===== src/rtl/bcd_countdown.sv =====
// Two-digit BCD countdown timer (00-59) with prescaled decrement, start/pause/resume
// control, a one-cycle bout pulse on reaching 00, and hold at 00 until reloaded.
module bcd_countdown #(
    parameter int unsigned TICK_DIV = 10
) (
    input  logic       clk,
    input  logic       rstn,
    input  logic       load,
    input  logic [3:0] load_ones,
    input  logic [2:0] load_tens,
    input  logic       start,
    input  logic       pause,
    output logic [3:0] nums_0,
    output logic [2:0] nums_1,
    output logic       running,
    output logic       bout
);

    localparam int unsigned PW = (TICK_DIV > 2) ? $clog2(TICK_DIV) : 1;
    localparam logic [PW-1:0] PRESC_LAST = PW'(TICK_DIV - 1);
    localparam logic [3:0] ONES_MAX = 4'd9;
    localparam logic [2:0] TENS_MAX = 3'd5;

    typedef enum logic [1:0] {
        IDLE  = 2'd0,
        RUN   = 2'd1,
        PAUSE = 2'd2,
        DONE  = 2'd3
    } state_e;

    state_e          state_q, state_d;
    logic [3:0]      ones_q, ones_d;
    logic [2:0]      tens_q, tens_d;
    logic [PW-1:0]   presc_q, presc_d;
    logic            running_q, running_d;
    logic            bout_q, bout_d;

    logic            is_zero_c;
    logic            is_one_c;
    logic            tick_c;

    assign is_zero_c = (ones_q == 4'd0) && (tens_q == 3'd0);
    assign is_one_c  = (ones_q == 4'd1) && (tens_q == 3'd0);
    assign tick_c    = (presc_q == PRESC_LAST);

    // State, digit, prescaler and output registers
    always_ff @(posedge clk or negedge rstn) begin
        if (!rstn) begin
            state_q   <= IDLE;
            ones_q    <= 4'd0;
            tens_q    <= 3'd0;
            presc_q   <= '0;
            running_q <= 1'b0;
            bout_q    <= 1'b0;
        end else begin
            state_q   <= state_d;
            ones_q    <= ones_d;
            tens_q    <= tens_d;
            presc_q   <= presc_d;
            running_q <= running_d;
            bout_q    <= bout_d;
        end
    end

    // Next-state logic; control priority is load > pause > start
    always_comb begin
        state_d = state_q;
        ones_d  = ones_q;
        tens_d  = tens_q;
        presc_d = presc_q;
        bout_d  = 1'b0;

        if (load) begin
            ones_d  = (load_ones > ONES_MAX) ? ONES_MAX : load_ones;
            tens_d  = (load_tens > TENS_MAX) ? TENS_MAX : load_tens;
            presc_d = '0;
            state_d = IDLE;
        end else begin
            unique case (state_q)
                IDLE: begin
                    if (!pause && start && !is_zero_c) begin
                        state_d = RUN;
                        presc_d = '0;
                    end
                end
                RUN: begin
                    if (pause) begin
                        state_d = PAUSE;
                    end else if (tick_c) begin
                        presc_d = '0;
                        if (ones_q != 4'd0) begin
                            ones_d = ones_q - 4'd1;
                        end else begin
                            ones_d = ONES_MAX;
                            tens_d = tens_q - 3'd1;
                        end
                        // Value 01 decrements to 00: finish and pulse bout on this edge
                        if (is_one_c) begin
                            state_d = DONE;
                            bout_d  = 1'b1;
                        end
                    end else begin
                        presc_d = presc_q + PW'(1);
                    end
                end
                PAUSE: begin
                    if (!pause && start) begin
                        state_d = RUN;
                    end
                end
                DONE: begin
                    presc_d = '0;
                end
                default: begin
                    state_d = IDLE;
                end
            endcase
        end

        running_d = (state_d == RUN);
    end

    assign nums_0  = ones_q;
    assign nums_1  = tens_q;
    assign running = running_q;
    assign bout    = bout_q;

endmodule

===== config.mk =====
export PLATFORM = sky130hd
export DESIGN_NAME = bcd_countdown
export DESIGN_NICKNAME = d
export VERILOG_FILES = /design/src/rtl/bcd_countdown.sv
export SDC_FILE = /design/constraint.sdc
export NUM_CORES = 1
export LEC_CHECK = 0
export ABC_AREA = 1
export BUFFER_PORTS_ARGS = -buffer_cell sky130_fd_sc_hd__buf_2
export CAP_MARGIN = 20
export CORE_MARGIN = 3
export CORE_UTILIZATION = 49
export CTS_BUF_LIST = sky130_fd_sc_hd__clkbuf_8
export DETAILED_ROUTE_END_ITERATION = 16
export PLACE_DENSITY = 0.73
export SYNTH_ARGS = -nofsm -noshare
export SYNTH_HDL_FRONTEND = slang
export SYNTH_SLANG_ARGS = --single-unit

===== constraint.sdc =====
create_clock -name clk -period 1.72 [get_ports clk]
set_input_delay 0.344 -clock clk [delete_from_list [all_inputs] [get_ports clk]]
set_output_delay 0.344 -clock clk [all_outputs]
set_load 0.03 [all_outputs]

==> results of run 1 <==
==> Yosys cell counts (2+ instances only) <==
| cell | n | area, um^2 |
|---|---|---|
| nor3_1 | 3 | 15.01 |
| dfrtp_1 | 15 | 375.4 |
| nand2_1 | 33 | 123.9 |
| nor2_4 | 3 | 33.78 |
| a21oi_1 | 7 | 35.03 |
| nor2_1 | 10 | 37.54 |
| inv_1 | 19 | 71.32 |
| ha_1 | 8 | 100.1 |
| nand3_1 | 7 | 35.03 |
| o22ai_1 | 2 | 12.51 |
| o21ai_0 | 8 | 40.04 |
| nand2_2 | 4 | 25.02 |
==> registers in the layout, indices dropped and copies added (netlist names) <==
register	cells
running	1
nums_1	3
presc_q	4
nums_0	4
state_q	2
bout	1
==> through the flow <==
step / hold slack, ps / power (mW)
floorplan: 48.41 / 0.6656
global placement: 268.7 / 0.7476
detailed placement: 268.6 / 0.7570
CTS: 1.723 / 1.049
global route: 15.29 / 1.113
finish: -12.01 / 1.046
==> kinds of logic after synthesis <==
kind of cell	Yosys count
compound gates	24
fa+ha+maj	8
buf+inv	22
flops	15
simple gates	63
==> worst max-delay path by stage <==
stage | end | slack [ps]
after global placement | nums_1[2] | 180
after CTS | nums_1[2] | 120
after detailed placement | nums_1[2] | 140
final | presc_q[0] | 150
after floorplan | presc_q[2] | 190
after global routing | nums_1[2] | -20
==> layout make-up <==
| cell class | count | share of cell area [%] |
|---|---|---|
| clock buffer | 3 | 3.466 |
| timing repair buffer | 22 | 9.664 |
| tap | 25 | 2.626 |
| sequential | 15 | 31.51 |
| multi-input combinational | 95 | 45.59 |
| inverter | 21 | 6.723 |
| clock inverter | 1 | 0.4202 |
==> worst max-delay path, stage by stage (launching register included) <==
cell,delay [ps]
dfrtp_1,420
inv_2,90
ha_2,190
inv_1,90
nor2_4,140
inv_2,50
o21ai_1,110
nand2_2,90
nand2_4,100
nand3_1,90
o21ai_0,120
==> layer usage <==
metal  vias to the layer above  track usage (%)  wire (um)
li1                        478                -          -
met1                       412            23.01        966
met2                        18            29.18        965
met3                         4            2.624         83
met4                         0            6.550         25
met5                         -                0          0
==> power by group through the flow <==
stage / combinational [mW] / clock [mW] / sequential [mW]
4_1_cts: 0.339 / 0.295 / 0.416
5_1_grt: 0.380 / 0.312 / 0.421
3_5_place_dp: 0.335 / 0 / 0.422
3_3_place_gp: 0.328 / 0 / 0.419
2_1_floorplan: 0.187 / 0 / 0.478
6_report: 0.340 / 0.291 / 0.415
==> what timing repair did <==
| item | in CTS | in global routing |
|---|---|---|
| setup endpoints to repair | 0 | 6 |
| buffers inserted | 0 | 1 |
| gates resized for setup | 0 | 4 |
==> impl_metrics.ini, run 1 <==
[critical_path]
r2r_slack_ps = 150
crit_arrival_ps = 1720
crit_fanout = 8
start_kind = flip-flop
end_kind = flip-flop
reg2regPathDepth = 10
cp_data_required_time_ps = 1870
startpoint = state_q[1]
r2r-end = presc_q[0]
regToRegStartpoint = state_q[1]
worstSetupPathType = reg2reg

[synthesis]
seq_area_frac_synth_pct = 37.27
syn_inst = 132
ys_seq_elements = 15
ys_warn_count = 0
synth-main-ff-cell = dfrtp_1
synthSimpleGateAreaFrac_pct = 29.57
synthMuxAreaShare_pct = 0
synth_edf_count = 0
synth-xor-area-share_pct = 0
synth_top_family_by_area = simple AND/OR/NAND/NOR gates
postSynth.asyncResetShare_pct = 100.0
synth-adder-area-share_pct = 9.938
synth_fp_nets = 152
yosysUniqueCellTypes = 25
synth-compound-area-share_pct = 13.91
syn_avg_cell_area_um2 = 7.630
synth_area_um2 = 1007

[die]
die_x_um = 51.34
start_util_pct = 54.76
num_io_pins = 21
coreArea_um2 = 1839
rows = 15
die_h_um = 51.34
die_area_um2 = 2636

[finish]
final_cells = 182
final_cell_mix = nand2_1 (32), buf_2 (20), inv_1 (18)
multi_input_area_um2 = 543.0
final_common_cell = nand2_1
fin_nets = 178
synthToLayoutAreaGrowth_pct = 18.26
fillers = 182
finish.instance_area_um2 = 1191
final_util_pct = 64.76
diodes = 0
drive_gt1_share_pct = 26.11
seqCellArea_um2 = 375.4

[power]
vdd_drop_max_v = 0.0005965
powerDensity_nw_per_um2 = 877.8
intPower_mw = 0.6614
clockPowerShare_pct = 27.8
power_frac_seq_pct = 39.7
p_comb_share_pct = 32.5
leakage_nw = 0.6257
switching_share_pct = 36.74
power_switching_mw = 0.3841

[clock_network]
cts_made_buffers = 3
htreeDepth = 1
ctsHoldBuffers = 0
cts-root-buf = clkbuf_8
cts_tree = built
clk_pin_slew_ps = 60
clock_latency_ps = 250
clock_sinks = 15
cts_max_path_buffers = 2

[drt]
wl_um = 2040
final_antenna_net_count = 0
wl_per_cell_um = 11.21
via_per_inst = 5.011
via_count = 912
drcViolationCount = 0
firstDrtPassIters = 4
drtIter0Drc = 18

[global_route]
grt_pass1_vias = 846
grt_max_degree = 16
grt_pass1_wl_um = 3505
track_usage_pct = 17.59
antenna_found_initial = 0
grt-ovfl-total = 0

[timing]
relSlewSlack_pct = 77.55
min_period_over_period_pct = 91.35
setup_ws_ps = 148.8
min_period_ps = 1571
finalSetupViolations = 0
hold_viol_final = 15
finClkSkew_ps = 0.7309
fmax_ghz = 0.6365
final.setup.tns_ps = 0
tightest_slew_ps = 334.2
drv_slew = 0
hold_ws_ps = -12.01

[run_status]
violations = hold timing
status = complete, but fails checks

[place]
dpl.hpwl_um = 1589
place.gp.congestion = 0.8838
pre_cts_slack_ps = 137.7
placed_area_um2 = 1132
placedCellCount = 177
io_buffers = 20

[worst_hold_path]
hold_path_class = in2async

[flow_run]
maxCapViolations = 0
(Power assumes the default switching activity.)
==> run 2, diff against run 1 <==
Settings changed: ABC_AREA 1 to not set, PLACE_DENSITY 0.73 to 0.72.
==> impl_metrics.ini, run 2 <==
[finish]
fillers = 124
fin_nets = 175
synthToLayoutAreaGrowth_pct = 40.02
final_cells = 179
final_cell_mix = buf_2 (20), buf_4 (19), dfrtp_1 (12)
drive_gt1_share_pct = 45.45
diodes = 0
final_common_cell = buf_2

[die]
die_h_um = 51.82
coreArea_um2 = 1858
num_io_pins = 21
start_util_pct = 55.35
rows = 15
die_x_um = 51.82
die_area_um2 = 2685

[synthesis]
ys_top_cells_by_area = dfrtp_1 (36%), ha_1 (9.7%), a21oi_1 (3.9%), o21ai_0 (3.9%), inv_1 (3.6%)
yosysUniqueCellTypes = 41
seq_area_frac_synth_pct = 36.50
synth_area_um2 = 1028
synth_edf_count = 0
yosysMostFrequentCell = dfrtp_1
ys_warn_count = 0
synth_top_area_share_pct = 36.50
syn_avg_cell_area_um2 = 9.102
syn_inst = 113
synth-main-ff-cell = dfrtp_1
synth_common_cells = dfrtp_1 (15), inv_1 (10), a21oi_1 (8), ha_1 (8), o21ai_0 (8)
synth_top_cell_by_area = dfrtp_1
ys_seq_elements = 15
postSynth.asyncResetShare_pct = 100.0
synth_fp_nets = 133

[run_status]
violations = hold timing
status = complete, but fails checks

[clock_network]
cts_max_path_buffers = 2
htreeDepth = 1
clock_latency_ps = 250
cts_made_buffers = 3
ctsHoldBuffers = 0
cts-root-buf = clkbuf_8
cts_tree = built
clk_pin_slew_ps = 70
clock_sinks = 15

[drt]
drtIter0Drc = 38
wl_um = 2797
drcViolationCount = 0
firstDrtPassIters = 6
via_per_inst = 5.849
wl_per_cell_um = 15.63
final_antenna_net_count = 0
via_count = 1047

[timing]
hold_viol_final = 4
relSlewSlack_pct = 75.90
min_period_over_period_pct = 99.75
finClkSkew_ps = 7.574
drv_slew = 0
finalSetupViolations = 0
final.setup.tns_ps = 0
rsz0062_at_grt = yes
tightest_slew_ps = 361.5
setup_ws_ps = 4.357
min_period_ps = 1716
fmax_ghz = 0.5829
hold_ws_ps = -1.335

[critical_path]
worstSetupPathType = reg2reg
regToRegStartpoint = state_q[1]
r2r-end = presc_q[3]
start_kind = flip-flop
reg2regPathDepth = 6
cp_data_required_time_ps = 1900
r2r_slack_ps = 4
crit_fanout = 5
crit_arrival_ps = 1900
end_kind = flip-flop

[power]
powerDensity_nw_per_um2 = 708.9
power_mw = 1.021
vdd_drop_max_v = 0.0005733
leakage_nw = 0.6534

[global_route]
grt_max_degree = 16
grt-ovfl-total = 0
antenna_found_initial = 0
grt_pass1_wl_um = 4215
grt_pass1_vias = 981
track_usage_pct = 20.82

[flow_run]
maxCapViolations = 0

[worst_hold_path]
hold_path_class = in2async

[place]
place.gp.congestion = 0.9416
io_buffers = 20
pre_cts_slack_ps = -62.83
dpl.hpwl_um = 1942
placedCellCount = 173
run 2: changes by cell type after synthesis, moves of 4 or more:
cell      change
inv_1         -9
nand2_2       -4
nand2b_1      +4
nor2_1        -5
nand3_1       -6
nand2_1      -26
run 2: final cells by class:
class | instances | area, um^2 | share of cell area [%]
inverter | 11 | 43.79 | 3.041
sequential | 15 | 379.1 | 26.32
multi-input combinational | 85 | 698.2 | 48.48
timing repair buffer | 39 | 242.7 | 16.85
clock buffer | 3 | 41.29 | 2.867
clock inverter | 1 | 3.754 | 0.2606
tap | 25 | 31.28 | 2.172
run 2: cell families (layout without fill, tap and decap cells):
kind of cell | count (synthesis) | after routing | share of synthesized area, %
mux | 3 | 3 | 2.920
xor+xnor | 2 | 2 | 1.703
compound gates | 33 | 33 | 20.44
fa+ha+maj | 8 | 8 | 9.733
buf+inv | 13 | 54 | 5.474
simple gates | 39 | 39 | 23.24
flops | 15 | 15 | 36.50
run 2: stage by stage:
stage / cell area, um^2 / util (%) / hold WS (ps)
final: 1440 / 77.51 / -1.335
after global routing: 1440 / 77.51 / 16.54
after CTS: 1336 / 71.92 / 10.94
after detailed placement: 1289 / 69.36 / 274.5
after global placement: 1289 / 69.36 / 271.9
after floorplan: 1045 / - / 48.41
run 2: worst max path at each step:
stage / from / endpoint / slack (ps) / cells past startpoint
2_1_floorplan: nums_1[1] / presc_q[1] / -40 / 7
3_3_place_gp: state_q[0] / presc_q[3] / 10 / 6
3_5_place_dp: state_q[0] / presc_q[3] / -60 / 6
4_1_cts: state_q[0] / presc_q[3] / 1 / 6
5_1_grt: nums_1[0] / running / -50 / 6
6_report: state_q[1] / presc_q[3] / 4 / 6
run 2: layer usage:
metal,wire length (um),global-route usage (%),up-vias
met1,1189,27.22,508
met3,144,2.579,13
met4,87,7.424,0
li1,-,-,491
met5,0,0,-
met2,1375,35.17,35
run 2: what timing repair did:
item	CTS	global route
buffers inserted	0	2
gates resized for setup	2	22
setup endpoints to repair	4	8
pin swaps	0	9
gates cloned	0	0
run 2: worst max-delay path: stages, from the launching register on:
cell	delay [ps]
dfrtp_1	400
inv_2	120
ha_4	180
buf_4	160
o221ai_4	130
or4_4	560
a21oi_2	120
run 2: where the power goes:
group	internal [mW]	switching, mW
combinational	0.144	0.192
clock	0.158	0.124
sequential	0.377	0.0252
